<file path="src/rtl/ripple_carry_adder_4bit.sv">
// Registered ripple-carry adder: WIDTH chained full-adder cells with optional operand register.
// Outputs sum, carry-out, two's-complement overflow and zero flag on registered ports.
module ripple_carry_adder_4bit #(
   parameter int unsigned WIDTH  = 4,
   parameter bit          IN_REG = 1'b0
) (
   input  logic             clk,
   input  logic             rst_n,
   input  logic             in_valid,
   input  logic [WIDTH-1:0] a,
   input  logic [WIDTH-1:0] b,
   input  logic             cin,
   output logic [WIDTH-1:0] sum,
   output logic             cout,
   output logic             overflow,
   output logic             zero,
   output logic             out_valid
);

   logic [WIDTH-1:0] w_a;
   logic [WIDTH-1:0] w_b;
   logic             w_cin;
   logic             w_valid;

   if (IN_REG) begin : g_in_reg
      logic [WIDTH-1:0] r_a;
      logic [WIDTH-1:0] r_b;
      logic             r_cin;
      logic             r_valid;

      always_ff @(posedge clk) begin
         if (!rst_n) begin
            r_a     <= '0;
            r_b     <= '0;
            r_cin   <= 1'b0;
            r_valid <= 1'b0;
         end else begin
            r_valid <= in_valid;
            if (in_valid) begin
               r_a   <= a;
               r_b   <= b;
               r_cin <= cin;
            end
         end
      end

      assign w_a     = r_a;
      assign w_b     = r_b;
      assign w_cin   = r_cin;
      assign w_valid = r_valid;
   end else begin : g_no_in_reg
      assign w_a     = a;
      assign w_b     = b;
      assign w_cin   = cin;
      assign w_valid = in_valid;
   end

   // w_c[i] is the carry into cell i; w_c[WIDTH] is the carry out of the MSB cell.
   logic [WIDTH:0]   w_c;
   logic [WIDTH-1:0] w_s;

   always_comb begin
      w_c    = '0;
      w_s    = '0;
      w_c[0] = w_cin;
      for (int i = 0; i < int'(WIDTH); i++) begin
         w_s[i]   = w_a[i] ^ w_b[i] ^ w_c[i];
         w_c[i+1] = (w_a[i] & w_b[i]) | (w_c[i] & (w_a[i] ^ w_b[i]));
      end
   end

   logic [WIDTH-1:0] r_sum;
   logic             r_cout;
   logic             r_overflow;
   logic             r_zero;
   logic             r_out_valid;

   always_ff @(posedge clk) begin
      if (!rst_n) begin
         r_sum       <= '0;
         r_cout      <= 1'b0;
         r_overflow  <= 1'b0;
         r_zero      <= 1'b1;
         r_out_valid <= 1'b0;
      end else begin
         r_out_valid <= w_valid;
         if (w_valid) begin
            r_sum      <= w_s;
            r_cout     <= w_c[WIDTH];
            r_overflow <= w_c[WIDTH] ^ w_c[WIDTH-1];
            r_zero     <= (w_s == '0);
         end
      end
   end

   assign sum       = r_sum;
   assign cout      = r_cout;
   assign overflow  = r_overflow;
   assign zero      = r_zero;
   assign out_valid = r_out_valid;

endmodule

</file>
<file path="config.mk">
export PLATFORM = sky130hd
export DESIGN_NAME = ripple_carry_adder_4bit
export DESIGN_NICKNAME = d
export VERILOG_FILES = /design/src/rtl/ripple_carry_adder_4bit.sv
export SDC_FILE = /design/constraint.sdc
export NUM_CORES = 1
export LEC_CHECK = 0
export CORE_UTILIZATION = 30
export DETAILED_ROUTE_END_ITERATION = 10
export PLACE_DENSITY_LB_ADDON = 0.12
export SYNTH_ARGS = -nofsm -noshare
export SYNTH_HDL_FRONTEND = slang
export SYNTH_SLANG_ARGS = --single-unit
</file>
<file path="constraint.sdc">
create_clock -name clk -period 4.4 [get_ports clk]
set_clock_uncertainty 0.1 [all_clocks]
set_input_delay 1.32 -clock clk [delete_from_list [all_inputs] [get_ports clk]]
set_output_delay 1.32 -clock clk [all_outputs]
set_load 0.02 [all_outputs]
</file>
* Word-level counts from Yosys, hierarchy flattened
Index checks and enable logic that the tools add are counted.
Widths: inputs -> output; s select.
** Word-level totals
- Memories kept :: 0
- Register bits :: 8
- Input bits :: 12
- Logic and storage cells :: 27
- RAM bits :: 0
- Output and inout port bits :: 8
- Bits in read-only memories :: 0
- Latch bits :: 0
** Cells by class
- Multipliers :: 0
- Bitwise logic cells :: 21
- $add $sub $neg :: 0
- Reduce and logical (&&, ||, !) cells :: 1
- Order comparisons :: 0
- Shift operators :: 0
- Equality and inequality tests :: 0
- Divide/modulo/power cells :: 0
- Mux-type cells :: 0
** Operators with widths (number)
- $xor 1x1->1 :: 9
- $and 1x1->1 :: 8
- $logic_not 4->1 :: 1
- $or 1x1->1 :: 4

* Longest topological paths before layout
Gate-level depths: netlist of the first run.
- Word-level depth :: 10
- Gate-level depth with buffers :: 7
- Mapped depth without buffers :: 7

* Worst setup path before layout of the first run
Ideal clock, no wire load.
- Path type :: input port to flip-flop
- Start point :: input port a[0]
- End point :: register r_zero (netlist: zero)
- Slack :: 1.000 ns
- Arrival time :: 3.221 ns
- Setup time :: 0.079 ns
- Data required time :: 4.221 ns
- Buffers on the path :: 0
- Stages on the path :: 5
- Cell sequence :: fa_1 > fa_1 > fa_1 > or4b_4 > o221ai_2
** Between the ends
- Elaborated cells between the ends (all ways) :: 13
- Classes of those cells :: 12 x bitwise; 1 x reduce/logical
** RTL lines
- from (decl) :: line 10 : input logic [WIDTH-1:0] a,
- $xor 1x1->1 :: line 68 : w_c[i+1] = (w_a[i] & w_b[i]) | (w_c[i] & (w_a[i] ^ w_b[i]));
- $and 1x1->1 :: line 68
- $or 1x1->1 * :: line 68
- $and 1x1->1 * :: line 68
- $or 1x1->1 * :: line 68
- $xor 1x1->1 * :: line 67 : w_s[i] = w_a[i] ^ w_b[i] ^ w_c[i];
- net w_s[2] :: line 60 : logic [WIDTH-1:0] w_s;
- $logic_not 4->1 * :: line 91 : r_zero <= (w_s == '0);
- to (signal assigned) :: line 91
- to (decl) :: line 75 : logic r_zero;
The timed path passes the listed nets; every way through them passes the cells marked *.
A chain may end at the register's enable or synchronous reset.

* Worst setup path in the final report of the first run
- Start point :: input port a[0]
- End point :: register r_zero (netlist: zero)
** Between the ends
- Word-level cells in the longest chain between the ends :: 9
- Elaborated cells between the ends (all ways) :: 13
- Classes of those cells :: 12 x bitwise; 1 x reduce/logical
** RTL lines (line)
- $xor 1x1->1 :: 67, 68
- $and 1x1->1 :: 68
- $or 1x1->1 :: 68
- $and 1x1->1 :: 68
- $or 1x1->1 :: 68
- $and 1x1->1 :: 68
- $or 1x1->1 :: 68
- $xor 1x1->1 :: 67
- $logic_not 4->1 * :: 91
Every way passes the cells marked *; elsewhere a longest branch is shown, timed or not.

==> run metrics, run 1 <==
status=completed; Min Hold Slack=387 ps; I/O pin total=20; Post-Place Cells=66; Clock transition at path regs=60 ps; Setup Total Neg Slack=0 ps; Reg area=between 150 and 200 um^2; Max Clock Freq=around 0.27 GHz; Setup crit start kind=input pin; hold path start=sum[3]$_SDFFE_PN0P_; fraction of layout cells with a size suffix above 1=9.09%; PwrDens=319 nW/um^2; Layout fillers=102; crit path kind=input pin to flop; post-layout min period=3670 ps; CP Cell Sequence=clkdlybuf4s50_1 -> fa_1 -> fa_1 -> fa_1 -> inv_1 -> fa_1 -> inv_1 -> o221ai_2; crit path DAT=3700 ps; first-pass GRT wire length=1470 um; Worst path slowest cell=fa_1; Warnings, synthesis=0; vias=304; Antenna diodes=0; Hold Path End=sum[3]$_SDFFE_PN0P_; WL final=750 um; Die W=~38 um; Clock Latency Late Sink=250 ps; Core ar.=1170 um^2; vias in the first global route=343; crit path max fanout=2; Largest delay share family, worst path=adder cells; synthesis-stage register bit count=8; Post-Place Cell Area=602 um^2; cts repair resizes=0; # hold bufs at CTS=0; Root Buffer=clkbuf_4; final instance area=~620 um^2; sequential-to-total area share from yosys stat=between 40% and 50%; Layout Nets=73; CP endpoint kind=flop; post-route ant nets=0; Multi-input gate area=215 um^2; PortBufs=19; Mapped Avg Cell Area=11.7 um^2; total clock sinks=8; CTS H-tree depth=1; buffers plus inverters on the worst setup path=3; Worst R2R Start=overflow$_SDFFE_PN0P_; DP Wirelength=621 um; Max IR drop VDD=0.000127 V; drt pass-1 iters=2; Fin. Hold Viols=0; Via density=~4.4; critical path required time=4430 ps; final slew viol count=0; reg2reg end=overflow$_SDFFE_PN0P_; Maximum Capacitance Violations=0; num rows=12; GR Overflow Total=0; CTS tree=done; Initial Util=approximately a third; CP max stage delay=440 ps; initial antenna violation count=0; largest net degree at the start of global routing=12; gr usage total=between 15 and 20%; Post-route DRC=0; Hold Path Class=flop to flop; worst reg-to-reg setup slack=3540 ps; area grow syn2layout=56.4%; synthesized instance count=34; most frequent CP cell=fa_1; Final Setup Violations=0; routability cong.=0.705; WHS Path Cells=1; DRT iter0 DRCs=2; syn nets=50; synth unique cells=13; leakage=0.274 nW; Clock Path Buffers=2; Rel. slew slack=around 71%; Die Span Y=38.5 um; Post-CTS Setup Inserts=0; RSZ-0062 raised after global routing=no; worst slew pin tran=432 ps; die footprint=1480 um^2; WL per Instance=10.9 um; Final Non-Filler Cells=69; share of the clock period used by the worst path=83.3%; Worst Reg-to-Reg Cells=2; number of CTS-inserted buffers=3; Cell Area, Synth=399 um^2
==> power by group <==
part | internal (W) | leakage, nW | switching [W]
clock network | 0.0000312 | 0.0138 | 0.0000248
logic | 0.0000339 | 0.194 | 0.0000270
registers | 0.0000793 | 0.0664 | 0.00000293
total | 0.000144 | 0.274 | 0.0000547
==> synthesized netlist by cell type <==
library cell,count,area [um^2]
nand2_1,2,7.51
buf_2,1,5.00
inv_1,5,18.8
dfxtp_1,8,160
o221ai_2,1,15.0
or4b_4,1,13.8
mux2i_1,3,30.0
and2_1,1,6.26
fa_1,4,80.1
xnor2_1,1,8.76
a22o_1,1,8.76
nor2b_1,4,25.0
o211a_1,2,20.0
==> sequential cells by signal (all words and copies together) (netlist names) <==
| register | flops |
|---|---|
| zero | 1 |
| cout | 1 |
| overflow | 1 |
| out_valid | 1 |
| sum | 4 |
==> per-layer routing <==
layer  global-route usage, %  share of wire (%)  vias to the layer above
met4                    10.3                  0                        0
li1                        -                  -                      154
met1                    16.9                 42                      139
met3                    5.23                5.9                        0
met5                       0                  0                        -
met2                    26.7                 52                       11
==> metrics by stage <==
| step | setup WS (ps) | utilization [%] | total power (W) |
|---|---|---|---|
| 6_report | 735 | 53.3 | 0.000199 |
| 5_1_grt | 614 | 53.3 | 0.000214 |
| 4_1_cts | 718 | 53.3 | 0.000203 |
| 3_5_place_dp | 447 | 51.4 | 0.000146 |
| 3_3_place_gp | 496 | 51.4 | 0.000144 |
| 2_1_floorplan | 1000 | - | 0.000116 |
==> layout make-up <==
cell class / instances / share of cell area, %
repair buffers: 19 / 30.5
well taps: 14 / 2.81
clock buffers: 3 / 3.61
flip-flops and latches: 8 / 25.7
inverters: 5 / 3.01
multi-input cells: 20 / 34.5
==> cells in the final DEF, fill, tap and decap left out <==
cell type        netlist  routed
a22o_1                 1       1
and2_1                 1       1
clkbuf_4               0       3
clkdlybuf4s50_1        0      19
dfxtp_1                8       8
fa_1                   4       4
inv_1                  5       5
mux2i_1                3       3
nand2_1                2       2
nor2b_1                4       4
o211a_1                2       2
o221ai_2               1       1
or4b_4                 1       1
xnor2_1                1       1
==> cell families (layout without fill, tap and decap cells) <==
group | after synthesis | after routing | synth area share [%]
DFF | 8 | 8 | 40.1
and+or+nand+nor | 8 | 8 | 13.2
buffers and inverters | 6 | 27 | 5.96
adders and majority gates | 4 | 4 | 20.1
AOI/OAI and AO/OA | 4 | 4 | 11.0
muxes | 3 | 3 | 7.52
xor gates and xnor gates | 1 | 1 | 2.19
==> worst max-delay path by stage <==
stage,depth (start not counted),start,end,slack (ps)
after global placement,6,a[0],zero$_SDFFE_PN1P_,500
after global routing,8,a[0],zero$_SDFFE_PN1P_,610
after floorplan,5,a[0],zero$_SDFFE_PN1P_,1000
final,8,a[0],zero$_SDFFE_PN1P_,730
after CTS,8,a[0],zero$_SDFFE_PN1P_,720
after detailed placement,8,a[0],zero$_SDFFE_PN1P_,450
Note: power is estimated with default switching activity, not from simulation.
==> run 2, diff against run 1 <==
clock period = 3.8 ns   (was 4.4 ns; I/O delays follow)
==> run 2 against run 1 <==
Wire length rose by 6.0%. Combinational power increased by 16%. First-iteration DRC count is the same. Sequential share of layout area unchanged. Critical path depth is the same. Total power increased by 18%. Utilization unchanged. Critical path type unchanged. Critical endpoint unchanged. Largest cell class unchanged. Highest routed layer is now met4.
==> run metrics, run 2 (synthesis results as in run 1) <==
status=completed (unchanged); gr usage total=14.7% (was 15.9%); Clock Path Buffers=2 (unchanged); final slew viol count=0 (unchanged); post-layout min period=roughly 3500 ps; share of the clock period used by the worst path=roughly nine tenths; WL final=795 um (was 750 um); CP endpoint kind=flop (unchanged); Worst path slowest cell=fa_1 (unchanged); GR Overflow Total=0 (unchanged); Maximum Capacitance Violations=0 (unchanged); largest net degree at the start of global routing=12 (unchanged); cts repair resizes=0 (unchanged); commonest non-fill, non-tap cell in the layout=clkdlybuf4s50_1 (unchanged); crit path DAT=3520 ps (was 3700 ps); WL per Instance=11.5 um (was 10.9 um); DRT iter0 DRCs=2 (unchanged); DR top layer=met4 (was met3); Hold Path Class=flop to flop (unchanged); Rel. slew slack=69.6% (was 71.1%); Largest delay share family, worst path=adder cells (unchanged); Routed met1 length=321 um (was 315 um); total power=0.000234 W (was 0.000199 W); Clock Latency Late Sink=260 ps (was 250 ps); num rows=12 (unchanged); Antenna diodes=0 (unchanged); post-route ant nets=0 (unchanged); PwrDens=375 nW/um^2 (was 319 nW/um^2); Core ar.=1170 um^2 (unchanged); buffers plus inverters on the worst setup path=3 (unchanged); crit path kind=input pin to flop (unchanged); worst slew pin tran=454 ps (was 432 ps); Max Clock Freq=roughly 0.29 GHz; CP max stage delay=450 ps (was 440 ps); first-pass GRT wire length=1360 um (was 1470 um); Layout Nets=73 (unchanged); drt pass-1 iters=2 (unchanged); Layout fillers=116 (was 102); die footprint=1480 um^2 (unchanged); Setup crit start kind=input pin (unchanged); vias=306 (was 304); Setup Total Neg Slack=0 ps (unchanged); CTS tree=done (unchanged); met3 WL=38 um (was 44 um); area grow syn2layout=56.4% (unchanged); Initial Util=34.1% (unchanged); total clock sinks=8 (unchanged); max reg flops=4 (unchanged); leakage=0.274 nW (unchanged); Die Span Y=38.5 um (unchanged); Final Setup Violations=0 (unchanged); critical path required time=3830 ps (was 4430 ps); commonest non-fill, non-tap cells in the layout=clkdlybuf4s50_1 (19), dfxtp_1 (8), inv_1 (5) (unchanged); Post-route DRC=0 (unchanged); DP Wirelength=628 um (was 621 um); vias in the first global route=313 (was 343); CP Cell Sequence=clkdlybuf4s50_1 -> fa_1 -> fa_1 -> fa_1 -> inv_1 -> fa_1 -> inv_1 -> o221ai_2 (unchanged); Max IR drop VDD=0.000159 V (was 0.000127 V); Die W=38.5 um (unchanged); crit path max fanout=2 (unchanged); number of CTS-inserted buffers=3 (unchanged); Root Buffer=clkbuf_4 (unchanged); Fin. Hold Viols=0 (unchanged); PortBufs=19 (unchanged); Post-CTS Setup Inserts=0 (unchanged); Clock transition at path regs=50 ps (was 60 ps); most frequent CP cell=fa_1 (unchanged); routability cong.=0.718 (was 0.705); # hold bufs at CTS=0 (unchanged); I/O pin total=20 (unchanged); fraction of layout cells with a size suffix above 1=9.09% (unchanged); CTS H-tree depth=1 (unchanged); RSZ-0062 raised after global routing=no (unchanged); Routed met2 length=415 um (was 389 um); initial antenna violation count=0 (unchanged); Via density=4.43 (was 4.41)
==> run 2: cell counts in the layout (fill, tap and decap cells not counted) <==
Identical to the previous run, type by type.
==> run 2: area by class of cell <==
type | instances | area (um^2) | area share (%)
multi-input cells | 20 | 215 | 34.5
repair buffers | 19 | 190 | 30.5
flip-flops and latches | 8 | 160 | 25.7
clock buffers | 3 | 22.5 | 3.61
well taps | 14 | 17.5 | 2.81
inverters | 5 | 18.8 | 3.01
==> run 2: worst register-to-register path: cells and delay by family, from the launching register on <==
kind            cells  cell delay (ps)
flops               1              300
simple gates        1              120
compound gates      1              230
==> run 2: path summary, 6_finish.rpt <==
kind | startpoint | depth (start not counted) | to | slack, ps
worst min-delay path | cout$_SDFFE_PN0P_ | 1 | cout$_SDFFE_PN0P_ | 390
worst max register to register | overflow$_SDFFE_PN0P_ | 2 | overflow$_SDFFE_PN0P_ | 2940
worst min register to register | cout$_SDFFE_PN0P_ | 1 | cout$_SDFFE_PN0P_ | 390
worst max-delay path | a[0] | 8 | zero$_SDFFE_PN1P_ | 310
==> run 2: report_power, final <==
group / switching, W / internal [W] / leakage, nW
clock: 0.0000319 / 0.0000364 / 0.0138
combinational: 0.0000315 / 0.0000393 / 0.194
sequential: 0.00000351 / 0.0000917 / 0.0664
==> run 2: per-layer routing <==
layer  vias up  GRT usage, %
met5         -             0
met4         0          10.3
met3         2          5.23
met2        11          25.0
met1       139          14.5
li1        154             -
==> run 2: per-stage QoR <==
step	area (um^2)	hold slack, ps	setup slack (ps)	instances	util, %
after floorplan	399	489	580	34	-
after global placement	602	365	71.5	66	51.4
after detailed placement	602	373	29.8	66	51.4
after CTS	624	387	302	69	53.3
after global routing	624	410	215	69	53.3
final	624	388	312	69	53.3
==> run 3, diff against run 2 <==
CORE_AREA = 2 2 39 41   (was unset)
CORE_UTILIZATION = unset   (was 30)
CTS_CLUSTER_DIAMETER = 60   (was unset)
DIE_AREA = 0 0 41 43   (was unset)
==> run 3 against run 2 <==
Via count grew 1.3%. Register-to-register slack hardly changed. Critical path depth is 2 lower. Global-route usage shrank 3.8 points. Hold slack gained 6.3 ps. Largest power group unchanged.
==> run metrics, run 3 (synthesis results as in run 1) <==
Max IR drop VDD=0.000177 V (was 0.000159 V); gr usage total=10.8% (was 14.7%); Maximum Capacitance Violations=0 (unchanged); crit path kind=input pin to flop (unchanged); commonest non-fill, non-tap cells in the layout=clkdlybuf4s50_1 (19), dfxtp_1 (8), inv_1 (5) (unchanged); Final Setup Violations=0 (unchanged); most frequent CP cell=fa_1 (unchanged); max reg flops=4 (unchanged); GR Overflow Total=0 (unchanged); CP endpoint kind=flop (unchanged); vias in the first global route=323 (was 313); number of CTS-inserted buffers=3 (unchanged); area grow syn2layout=57.1% (was 56.4%); PwrDens=370 nW/um^2 (was 375 nW/um^2); total clock sinks=8 (unchanged); worst slew pin tran=443 ps (was 454 ps); worst setup path end=zero$_SDFFE_PN1P_ (unchanged); Largest delay share family, worst path=adder cells (unchanged); Setup Total Neg Slack=0 ps (unchanged); final slew viol count=0 (unchanged); buffers plus inverters on the worst setup path=1 (was 3); RSZ-0062 raised after global routing=no (unchanged); Worst R2R Start=overflow$_SDFFE_PN0P_ (unchanged); # hold bufs at CTS=0 (unchanged); fraction of layout cells with a size suffix above 1=9.09% (unchanged); post-route ant nets=0 (unchanged); Via density=4.37 (was 4.43); CTS tree=done (unchanged); CP Cell Sequence=clkdlybuf4s50_1 -> fa_1 -> fa_1 -> fa_1 -> or4b_4 -> o221ai_2 (was clkdlybuf4s50_1 -> fa_1 -> fa_1 -> fa_1 -> inv_1 -> fa_1 -> inv_1 -> o221ai_2); routability cong.=0.633 (was 0.718); post-layout min period=3470 ps (was 3490 ps); Core ar.=1380 um^2 (was 1170 um^2); Post-Place Cell Area=604 um^2 (was 602 um^2); WL per Instance=10.9 um (was 11.5 um); DP Wirelength=666 um (was 628 um); num rows=14 (was 12); initial antenna violation count=0 (unchanged); Hold Path Class=flop to flop (unchanged); vias=310 (was 306); crit path max fanout=2 (unchanged); Setup crit start kind=input pin (unchanged); Antenna diodes=0 (unchanged); cts repair resizes=0 (unchanged); Die W=41 um (was 38.5 um); Die Span Y=43 um (was 38.5 um); CP startpoint=a[0] (unchanged); Clock transition at path regs=60 ps (was 50 ps); final instance area=627 um^2 (was 624 um^2); leakage=0.274 nW (unchanged); Layout Nets=73 (unchanged); Layout fillers=133 (was 116); Clock Path Buffers=2 (unchanged); Worst path depth=6 (was 8); Rel. slew slack=70.4% (was 69.6%); Fin. Hold Viols=0 (unchanged); status=completed (unchanged); crit path DAT=3550 ps (was 3520 ps); Reg area=160 um^2 (unchanged); I/O pin total=20 (unchanged); WL final=777 um (was 795 um); Max Clock Freq=0.288 GHz (was 0.287 GHz); hold path start=sum[3]$_SDFFE_PN0P_ (was cout$_SDFFE_PN0P_); die footprint=1760 um^2 (was 1480 um^2); DRT iter0 DRCs=0 (was 2); Post-CTS Setup Inserts=0 (unchanged); worst reg-to-reg setup slack=2930 ps (was 2940 ps); PortBufs=19 (unchanged); CTS H-tree depth=1 (unchanged); total power=0.000232 W (was 0.000234 W); Multi-input gate area=215 um^2 (unchanged); Root Buffer=clkbuf_4 (unchanged); Worst Reg-to-Reg Cells=2 (unchanged); first-pass GRT wire length=1230 um (was 1360 um); Post-route DRC=0 (unchanged); Worst path slowest cell=or4b_4 (was fa_1); reg2reg end=overflow$_SDFFE_PN0P_ (unchanged); Clock Latency Late Sink=250 ps (was 260 ps); drt pass-1 iters=1 (was 2); critical path required time=3880 ps (was 3830 ps); commonest non-fill, non-tap cell in the layout=clkdlybuf4s50_1 (unchanged); CP max stage delay=550 ps (was 450 ps); Min Hold Slack=394 ps (was 388 ps); largest net degree at the start of global routing=12 (unchanged); share of the clock period used by the worst path=91.4% (was 91.8%); Initial Util=28.8% (was 34.1%)
## run 3: cell counts in the layout (fill, tap and decap cells not counted)
Identical to the previous run, type by type.
## run 3: layout make-up
cell class              instances  area share (%)
multi-input cells              20            34.3
repair buffers                 19            30.3
flip-flops and latches          8            25.5
clock buffers                   3            3.59
well taps                      16            3.19
inverters                       5            2.99
## run 3: worst min path at each step
stage / endpoint / depth (start not counted)
global placement: sum[3]$_SDFFE_PN0P_ / 1
CTS: cout$_SDFFE_PN0P_ / 1
detailed placement: cout$_SDFFE_PN0P_ / 1
finish: sum[3]$_SDFFE_PN0P_ / 1
global route: sum[3]$_SDFFE_PN0P_ / 1
floorplan: sum[0]$_SDFFE_PN0P_ / 2
## run 3: per-layer routing
| layer | vias up | global-route usage [%] | routed length, um |
|---|---|---|---|
| met3 | 2 | 4.71 | 46 |
| met4 | 0 | 8.00 | 10 |
| met5 | - | 0 | 0 |
| li1 | 153 | - | - |
| met1 | 145 | 11.3 | 300 |
| met2 | 10 | 16.3 | 420 |
## run 3: per-stage QoR
stage,worst slack (ps),util (%),cells
finish,325,45.3,71
global route,245,45.3,71
CTS,319,45.3,71
detailed placement,51.1,43.7,68
global placement,69.0,43.7,68
floorplan,580,-,34
## run 3: power by group
part	switching [W]	total, W	leakage, nW	internal, W
logic	0.0000314	0.0000705	0.194	0.0000391
clock network	0.0000300	0.0000662	0.0138	0.0000362
registers	0.00000349	0.0000952	0.0664	0.0000917
total	0.0000648	0.000232	0.274	0.000167
